`config.mk`:
```
export PLATFORM = sky130hd
export DESIGN_NAME = rgbw_spi_master
export DESIGN_NICKNAME = d
export VERILOG_FILES = /design/src/rtl/rgbw_spi_master.sv
export SDC_FILE = /design/constraint.sdc
export NUM_CORES = 1
export LEC_CHECK = 0
export ABC_AREA = 0
export CORE_MARGIN = 4
export CORE_UTILIZATION = 30
export DETAILED_ROUTE_END_ITERATION = 8
export PLACE_DENSITY_LB_ADDON = 0.2
export SETUP_SLACK_MARGIN = 0.15
export SYNTH_ARGS = -nofsm -noshare
export SYNTH_HDL_FRONTEND = slang
export SYNTH_SLANG_ARGS = --single-unit
```
`constraint.sdc`:
```
create_clock -name clk_i -period 3 [get_ports clk_i]
set_input_delay 0.6 -clock clk_i [delete_from_list [all_inputs] [get_ports clk_i]]
set_output_delay 0.6 -clock clk_i [all_outputs]
set_load 0.03 [all_outputs]
```
`src/rtl/rgbw_spi_master.sv`:
```
`default_nettype none
// ============================================================================
// Module   : rgbw_spi_master
// Purpose  : Sends one 7-byte RGBW frame (mode, lint, color_idx, red, green,
//            blue, white) per start request over a mode-0 SPI link, MSB first.
//            Bytes are separated by a programmable gap with CS held low.
// Ports    : clk_i         system clock, rising-edge active
//            rst_ni        asynchronous active-low reset
//            start_i       one-cycle frame request (accepted only when idle)
//            abort_i       terminates the frame in progress on the next edge
//            mode_i..white_i  payload bytes, captured in the start cycle
//            busy_o        high while a frame is in progress
//            done_o        one-cycle pulse on normal frame completion
//            sck_o/mosi_o/cs_o  SPI clock, data and active-low chip select
// Revision : 1.0 - initial release
// ============================================================================
module rgbw_spi_master #(
  parameter int unsigned CLK_DIV    = 4,  // SCK half-period in clk cycles, 2..255
  parameter int unsigned GAP_CYCLES = 8   // inter-byte gap in clk cycles, 1..255
) (
  input  logic       clk_i,
  input  logic       rst_ni,
  input  logic       start_i,
  input  logic       abort_i,
  input  logic [7:0] mode_i,
  input  logic [7:0] lint_i,
  input  logic [7:0] color_idx_i,
  input  logic [7:0] red_i,
  input  logic [7:0] green_i,
  input  logic [7:0] blue_i,
  input  logic [7:0] white_i,
  output logic       busy_o,
  output logic       done_o,
  output logic       sck_o,
  output logic       mosi_o,
  output logic       cs_o
);

  localparam logic [7:0] C_DIV_LAST = 8'(CLK_DIV - 1);
  localparam logic [7:0] C_GAP_LAST = 8'(GAP_CYCLES - 1);

  typedef enum logic [2:0] {
    S_IDLE  = 3'd0,
    S_SETUP = 3'd1,
    S_SHIFT = 3'd2,
    S_GAP   = 3'd3,
    S_HOLD  = 3'd4
  } state_e;

  state_e      state_q, state_d;
  logic [55:0] shreg_q, shreg_d;
  logic [7:0]  div_q,   div_d;    // cycles within the current phase
  logic [2:0]  bit_q,   bit_d;    // bits already started in this byte, 7 = bit 0
  logic [2:0]  byte_q,  byte_d;   // completed bytes, reaches 7 at HOLD entry
  logic        sck_q,   sck_d;
  logic        cs_q,    cs_d;
  logic        done_q,  done_d;

  always_comb begin
    state_d = state_q;
    shreg_d = shreg_q;
    div_d   = div_q;
    bit_d   = bit_q;
    byte_d  = byte_q;
    sck_d   = sck_q;
    done_d  = 1'b0;

    case (state_q)
      S_IDLE: begin
        sck_d = 1'b0;
        if (start_i) begin
          shreg_d = {mode_i, lint_i, color_idx_i, red_i, green_i, blue_i, white_i};
          state_d = S_SETUP;
          div_d   = '0;
          bit_d   = '0;
          byte_d  = '0;
        end
      end

      S_SETUP: begin
        if (div_q == C_DIV_LAST) begin
          div_d   = '0;
          sck_d   = 1'b1;
          state_d = S_SHIFT;
        end else begin
          div_d = div_q + 8'd1;
        end
      end

      S_SHIFT: begin
        if (div_q != C_DIV_LAST) begin
          div_d = div_q + 8'd1;
        end else begin
          div_d = '0;
          if (sck_q) begin
            // Falling edge: advance MOSI, except after bit 0 where the next
            // byte's MSB is presented at gap/hold entry instead.
            sck_d = 1'b0;
            if (bit_q != 3'd7) begin
              shreg_d = {shreg_q[54:0], 1'b0};
            end
          end else if (bit_q != 3'd7) begin
            bit_d = bit_q + 3'd1;
            sck_d = 1'b1;
          end else begin
            // End of the low half of bit 0. After the 56th shift the register
            // is empty, so MOSI returns to 0 for HOLD and IDLE.
            bit_d   = '0;
            byte_d  = byte_q + 3'd1;
            shreg_d = {shreg_q[54:0], 1'b0};
            state_d = (byte_q == 3'd6) ? S_HOLD : S_GAP;
          end
        end
      end

      S_GAP: begin
        if (div_q == C_GAP_LAST) begin
          div_d   = '0;
          sck_d   = 1'b1;
          state_d = S_SHIFT;
        end else begin
          div_d = div_q + 8'd1;
        end
      end

      S_HOLD: begin
        if (div_q == C_DIV_LAST) begin
          div_d   = '0;
          byte_d  = '0;
          done_d  = 1'b1;
          state_d = S_IDLE;
        end else begin
          div_d = div_q + 8'd1;
        end
      end

      default: begin
        state_d = S_IDLE;
        sck_d   = 1'b0;
      end
    endcase

    // Abort overrides everything once a frame is running; in IDLE it is
    // ignored so a simultaneous start still launches a frame.
    if (abort_i && (state_q != S_IDLE)) begin
      state_d = S_IDLE;
      shreg_d = '0;
      div_d   = '0;
      bit_d   = '0;
      byte_d  = '0;
      sck_d   = 1'b0;
      done_d  = 1'b0;
    end

    cs_d = (state_d == S_IDLE);
  end

  always_ff @(posedge clk_i or negedge rst_ni) begin
    if (!rst_ni) begin
      state_q <= S_IDLE;
      shreg_q <= '0;
      div_q   <= '0;
      bit_q   <= '0;
      byte_q  <= '0;
      sck_q   <= 1'b0;
      cs_q    <= 1'b1;
      done_q  <= 1'b0;
    end else begin
      state_q <= state_d;
      shreg_q <= shreg_d;
      div_q   <= div_d;
      bit_q   <= bit_d;
      byte_q  <= byte_d;
      sck_q   <= sck_d;
      cs_q    <= cs_d;
      done_q  <= done_d;
    end
  end

  // CS is low in exactly the non-idle states, so busy is its complement.
  assign busy_o = ~cs_q;
  assign done_o = done_q;
  assign sck_o  = sck_q;
  assign cs_o   = cs_q;
  assign mosi_o = shreg_q[55];

endmodule
`default_nettype wire

```
==> results of run 1 <==
## cell type report
class	count	area [um^2]	share of cell area, %
timing repair buffer	77	773.2	15.04
multi-input combinational	228	1932	37.59
tap	172	215.2	4.187
sequential	76	1903	37.03
clock buffer	9	225.2	4.382
clock inverter	6	65.06	1.266
inverter	7	26.28	0.5112
## metrics by stage
step | util [%] | cells
6_report | 40.24 | 575
2_1_floorplan | - | 342
4_1_cts | 40.24 | 575
5_1_grt | 40.24 | 575
3_3_place_gp | 37.97 | 560
3_5_place_dp | 37.97 | 560
## layout by cell type (no fill, tap or decap), drive strengths merged, types with 3 or more instances in the layout
cell           Yosys  final
a21oi              4      4
mux2              56     56
clkinv             0      3
a22o              57     57
o21ai              7      7
nand2              7      7
clkbuf            22      9
buf                9     14
a41oi              3      3
nand4              5      5
a211oi             4      4
clkdlybuf4s50      0     63
dfrtp             75     75
nor3               3      3
a31oi              6      6
nand3             10     10
inv                7      8
or3                3      3
nor2              10     10
nor4               6      6
ha                 5      5
nand3b             3      3
and3               4      4
## report_power, final
group	leakage, uW	total, uW	internal, uW	switching, uW
Combinational	0.00117	1390	771	615
Sequential	0.000963	1640	1420	221
Clock	0.000142	1080	641	435
## flip-flops by register name, summed over array words and instances, names as in the netlist
register / count
bit_q: 3
cs_o: 1
shreg_q: 56
state_q: 3
done_o: 1
sck_o: 1
byte_q: 3
div_q: 8
## routing by layer
metal	GRT usage, %	up-vias
li1	-	1427
met1	18.00	1481
met2	19.00	75
met3	4.437	5
met4	2.491	0
met5	0	-
## logic make-up after synthesis
logic type      after synthesis  synth area share [%]
compound gates               98                 20.18
flops                        76                 47.89
simple gates                 64                 9.352
mux                          58                 16.37
buf+inv                      38                 3.967
fa+ha+maj                     5                 1.574
xor+xnor                      3                0.6613
## worst reg2reg max path: stages, from the launching register on
cell and delay, ns:
dfrtp_1 0.46, or4_4 0.60, or3_1 0.50, or4_4 0.55, a211oi_2 0.23
## worst max-delay path by stage
stage / start / end
6_report: div_q[4] / state_q[2]
5_1_grt: div_q[4] / state_q[2]
2_1_floorplan: div_q[4] / state_q[2]
3_5_place_dp: abort_i / shreg_q[50]
3_3_place_gp: abort_i / shreg_q[17]
4_1_cts: div_q[4] / state_q[2]
==> summary.md, run 1 <==
| Metric | Value |
|---|---|
| Most common cell in the synthesized netlist | `dfrtp_1` |
| Layout cells sized above 1 | `about 23%` |
| Routed len/inst | `16.14 um` |
| Filler Cell Count | `~1200` |
| Worst path max stage delay | `~0.6 ns` |
| Aggregate global routing overflow | `0` |
| First-pass GRT wire length | `roughly 15000 um` |
| Number of synthesized flops with an enable pin | `0` |
| Core region area | `roughly 13000 um^2` |
| Post-synth top area share | `a little under half` |
| Final hold violation count | `0` |
| Synth Area per Inst | `between 10 and 15 um^2` |
| #FFs+latches synth | `76` |
| Pre-CTS WS | `between 0.3 and 0.4 ns` |
| Hold crit path type | `primary input to async pin` |
| Reg2reg path depth | `4` |
| Initial antenna violation count | `0` |
| Startpoint Class | `flip-flop` |
| P_leak | `between 0.002 and 0.0025 uW` |
| CTS clk-pin slew, worst paths | `approximately 0.060 ns` |
| Slew headroom | `34.83%` |
| Worst setup EP type | `flip-flop` |
| Drt first pass iters | `4` |
| Worst path cell trace | `or4_4 -> or3_1 -> or4_4 -> a211oi_2` |
| Sequential fraction of the synthesis area | `a little under half` |
| Clock Latency Late Sink | `between 0.3 and 0.4 ns` |
| Crit path DAT | `2.67 ns` |
| Placed cell areas | `4850 um^2` |
| Number of diodes | `0` |
| Total GRT Usage | `between 10% and 20%` |
| Crit-path max FO | `8` |
| Yosys Warn Count | `0` |
| Die Span X | `between 100 and 150 um` |
| Wire length on met2 | `between 4000 and 5000 um` |
| Die area | `around 15000 um^2` |
| Post-synthesis cell type count | `53` |
| Worst vdd ir | `0.3054 mV` |
| Synth-to-Final Area Change | `29.35%` |
| Hold_buf cts | `0` |
| R2R Setup Slk | `between 0.5 and 0.6 ns` |
| Cell at the root of the clock tree | `clkbuf_16` |
| Top cell type by total area after synthesis | `dfrtp_1` |
| Synth Instances | `roughly 340` |
| Clock Sinks | `76` |
| Routability cong. | `0.7601` |
| Height of the chip | `123.1 um` |
| Pin count of the biggest net entering global routing | `77` |
| RR Startpoint | `div_q[4]` |
| Layout Cell Area excl Fill | `a little over 5000 um^2` |
| Async set-or-reset flop fraction in the synthesized netlist | `between 90% and 100%` |
| Net count of the mapped netlist | `407` |
| Critical path type | `flip-flop to flip-flop` |
| I/O pin cnt | `65` |
| Req. time, crit path | `3.25 ns` |
| Post-Synthesis Cell Area | `3974 um^2` |
| Vias | `around 3000` |
| Final hold slack | `~0.42 ns` |
| Max Cap Viol | `0` |
| Post-Route WL | `9280 um` |
| Final setup vio count | `0` |
| Levels on crit path | `4` |
| Final min period | `between 2 and 2.5 ns` |
| Setup TNS | `0 ns` |
| Clock tree buffer depth | `2` |
| H-tree Lvls | `3` |
| Final ANT Viol Nets | `0` |
| Post-synth top flop | `dfrtp_1` |
| Top cells by area, synth | `dfrtp_1, mux2_2, a22o_1, clkbuf_1, mux2_1` |
| Fin worst setup slack | `about 0.58 ns` |
| CTS tree | `done` |
| Buf/Inv on CP | `0` |
| Slew at the pin with the worst max-slew slack | `slightly below 1 ns` |
| Via/cell ratio | `between 5 and 6` |
| Vias in the first global route | `around 3000` |
| RSZ-0062 raised after global routing | `false` |
| F_max | `between 400 and 500 MHz` |
| Drt drc | `0` |
| Top delay family on crit path | `simple AND/OR/NAND/NOR gates` |
| Fin nets | `around 460` |
| Clock skew | `~0.0062 ns` |
| Setup Buffers After CTS | `0` |
| FF-to-FF End | `state_q[2]` |
| Post-DP HPWL | `6224 um` |
| Final slew viol count | `0` |
| Slowest CP cell | `or4_4` |
| Status | `finished clean` |
| Highest metal used | `met4` |
| Post-cts gate resize count | `0` |
| Starting DRT DRC Count | `between 150 and 200` |
| Fin crit share | `roughly four fifths` |
| Initial Util | `between 30% and 40%` |
| Num CTS Buffers | `9` |
| Row Count | `41` |
| Port-buffer cells | `64` |
| M1 wire length | `approximately 4500 um` |
| Total power | `4100 uW` |
| Crit path top cell by count | `or4_4` |
| Synth top cells by count | `dfrtp_1, a22o_1, mux2_2` |
| WL met3 | `around 510 um` |
| PD cells | `around 800 nW/um^2` |
(Power assumes the default switching activity.)
==> run 2: changes to the inputs <==
==> constraint.sdc (replaced) <==
create_clock -name clk_i -period 2.2 [get_ports clk_i]
set_input_delay 0.44 -clock clk_i [delete_from_list [all_inputs] [get_ports clk_i]]
set_output_delay 0.44 -clock clk_i [all_outputs]
set_load 0.03 [all_outputs]
==> run 2 against run 1 <==
Against the previous run: clock-buffer cell count stayed put; register-to-register slack worse by 0.53 ns; clock skew is 0.0012 ns higher; combinational power rose by 67%; critical path type unchanged.
==> summary.md, run 2 (same netlist as run 1, synthesis figures left out) <==
| Metric | Value |
|---|---|
| Clock Sinks | `76` |
| Via/cell ratio | `approximately 5.2` |
| Drt drc | `0` |
| Final hold violation count | `0` |
| Slew headroom | `between 60% and 70%` |
| Max Cap Viol | `0` |
| F_max | `~470 MHz` |
| Row Count | `41` |
| Highest metal used | `met4` |
| Crit path DAT | `between 2 and 2.5 ns` |
| Fin crit share | `97.54%` |
| Post-DP HPWL | `approximately 6300 um` |
| Hold crit path type | `primary input to async pin` |
| Fin nets | `between 400 and 500` |
| Core region area | `12770 um^2` |
| WL met3 | `between 400 and 500 um` |
| Sw Ratio | `32.05%` |
| Worst setup EP type | `flip-flop` |
| Commonest non-fill, non-tap cell in the layout | `dfrtp_1` |
| Largest reg by FF count | `shreg_q` |
| H-tree Lvls | `3` |
| Routed len/inst | `approximately 17 um` |
| Non-filler cells, final | `603` |
| Pin count of the biggest net entering global routing | `between 50 and 60` |
| Total GRT Usage | `approximately an eighth` |
| Initial antenna violation count | `0` |
| Drt first pass iters | `4` |
| Final slew viol count | `0` |
| Die Span X | `around 120 um` |
| R2R Setup Slk | `0.05 ns` |
| Clk pwr share | `24.0%` |
| Req. time, crit path | `approximately 2.4 ns` |
| Post-Route WL | `approximately 10000 um` |
| Height of the chip | `approximately 120 um` |
| I/O pin cnt | `65` |
| CTS tree | `done` |
| Clock tree buffer depth | `2` |
| Aggregate global routing overflow | `0` |
| Combinational share of power | `approximately two fifths` |
| Most frequent cells in the layout | `dfrtp_1, clkdlybuf4s50_1, a22o_1, mux2_2, buf_4` |
| Vias | `about 3100` |
| Max reg flops | `between 50 and 60` |
| M1 wire length | `4738 um` |
| Layout cells sized above 1 | `30.86%` |
| Startpoint Class | `flip-flop` |
| Cell at the root of the clock tree | `clkbuf_16` |
| CTS clk-pin slew, worst paths | `about 0.070 ns` |
| Die area | `15150 um^2` |
| Wire length on met2 | `4594 um` |
| Routability cong. | `approximately 0.77` |
| Vias in the first global route | `3253` |
| Number of diodes | `0` |
| P_leak | `0.002488 uW` |
| RSZ-0062 raised after global routing | `true` |
| Setup TNS | `0 ns` |
| Num CTS Buffers | `9` |
| Starting DRT DRC Count | `a little under 200` |
| Critical path type | `flip-flop to flip-flop` |
| Final setup vio count | `0` |
| Final min period | `2.146 ns` |
| Placed Cells | `just under 600` |
| Flop pwr share | `roughly 37%` |
| Clock skew | `0.007443 ns` |
| Biggest regs | `shreg_q (56), div_q (8)` |
| First-pass GRT wire length | `between 15000 and 20000 um` |
| Final ANT Viol Nets | `0` |
| Port-buffer cells | `64` |
| PD cells | `1082 nW/um^2` |
| Clock Latency Late Sink | `0.34 ns` |
| Synth-to-Final Area Change | `39.33%` |
| Initial Util | `31.11%` |
| Status | `finished clean` |
| Slew at the pin with the worst max-slew slack | `~0.48 ns` |
| Pint | `about 4000 uW` |
| Crit-path max FO | `7` |
| Worst vdd ir | `approximately 0.44 mV` |
| Switching power | `between 1500 and 2000 uW` |
==> run 2: per-stage QoR <==
stage | utilization, % | hold WS, ns | area, um^2 | setup WS (ns) | power [uW]
2_1_floorplan | - | 0.1444 | 3980 | -0.03201 | 3544
3_3_place_gp | 39.22 | 0.4262 | 5010 | -0.2344 | 4149
3_5_place_dp | 39.22 | 0.4285 | 5010 | -0.2427 | 4218
4_1_cts | 42.20 | 0.06148 | 5390 | 0.1032 | 5817
5_1_grt | 43.34 | 0.09105 | 5537 | -0.01622 | 6337
6_report | 43.34 | 0.05686 | 5537 | 0.05411 | 5990
==> run 2: final timing paths <==
kind                              from          end  cells past startpoint
max                           div_q[5]  shreg_q[15]                      7
min                             rst_ni       done_o                      1
max reg2reg                   div_q[5]  shreg_q[15]                      7
min reg2reg                shreg_q[15]  shreg_q[15]                      1
max in group asynchronous       rst_ni  shreg_q[45]                      2
min in group clk_i         shreg_q[15]  shreg_q[15]                      1
==> run 2: worst max-delay path, stage by stage, from the launching register on <==
cell and delay (ns):
dfrtp_1 0.38, or4_4 0.59, nor4_4 0.27, buf_4 0.15, o21ai_4 0.06, buf_12 0.14, buf_16 0.14, mux2_1 0.30
==> run 2: layout make-up <==
class	count	area [um^2]
Fill cell	1203	7237
Multi-Input combinational cell	228	2009
Clock buffer	9	225.2
Clock inverter	7	57.56
Timing Repair Buffer	104	1100
Inverter	7	26.28
Sequential cell	76	1903
Tap cell	172	215.2
==> run 2: routing by layer <==
layer	GRT usage (%)	vias up
met5	0	-
met1	18.54	1560
met3	3.477	12
met4	4.637	0
li1	-	1483
met2	20.05	76
==> run 2: power by group through the flow <==
| stage | Clock [uW] | Sequential [uW] | Combinational (uW) |
|---|---|---|---|
| CTS | 1480 | 2220 | 2120 |
| global placement | 0 | 2220 | 1930 |
| detailed placement | 0 | 2240 | 1980 |
| finish | 1440 | 2230 | 2320 |
| global route | 1530 | 2290 | 2520 |
| floorplan | 0 | 2180 | 1360 |
==> run 2: timing repair <==
| item | in CTS | in global routing |
|---|---|---|
| hold buffers | 0 | 0 |
| pin swaps | 4 | 4 |
| setup buffers | 4 | 1 |
| endpoints found under the setup margin | 56 | 64 |
| cloned | 1 | 3 |
| gates resized for setup | 7 | 13 |
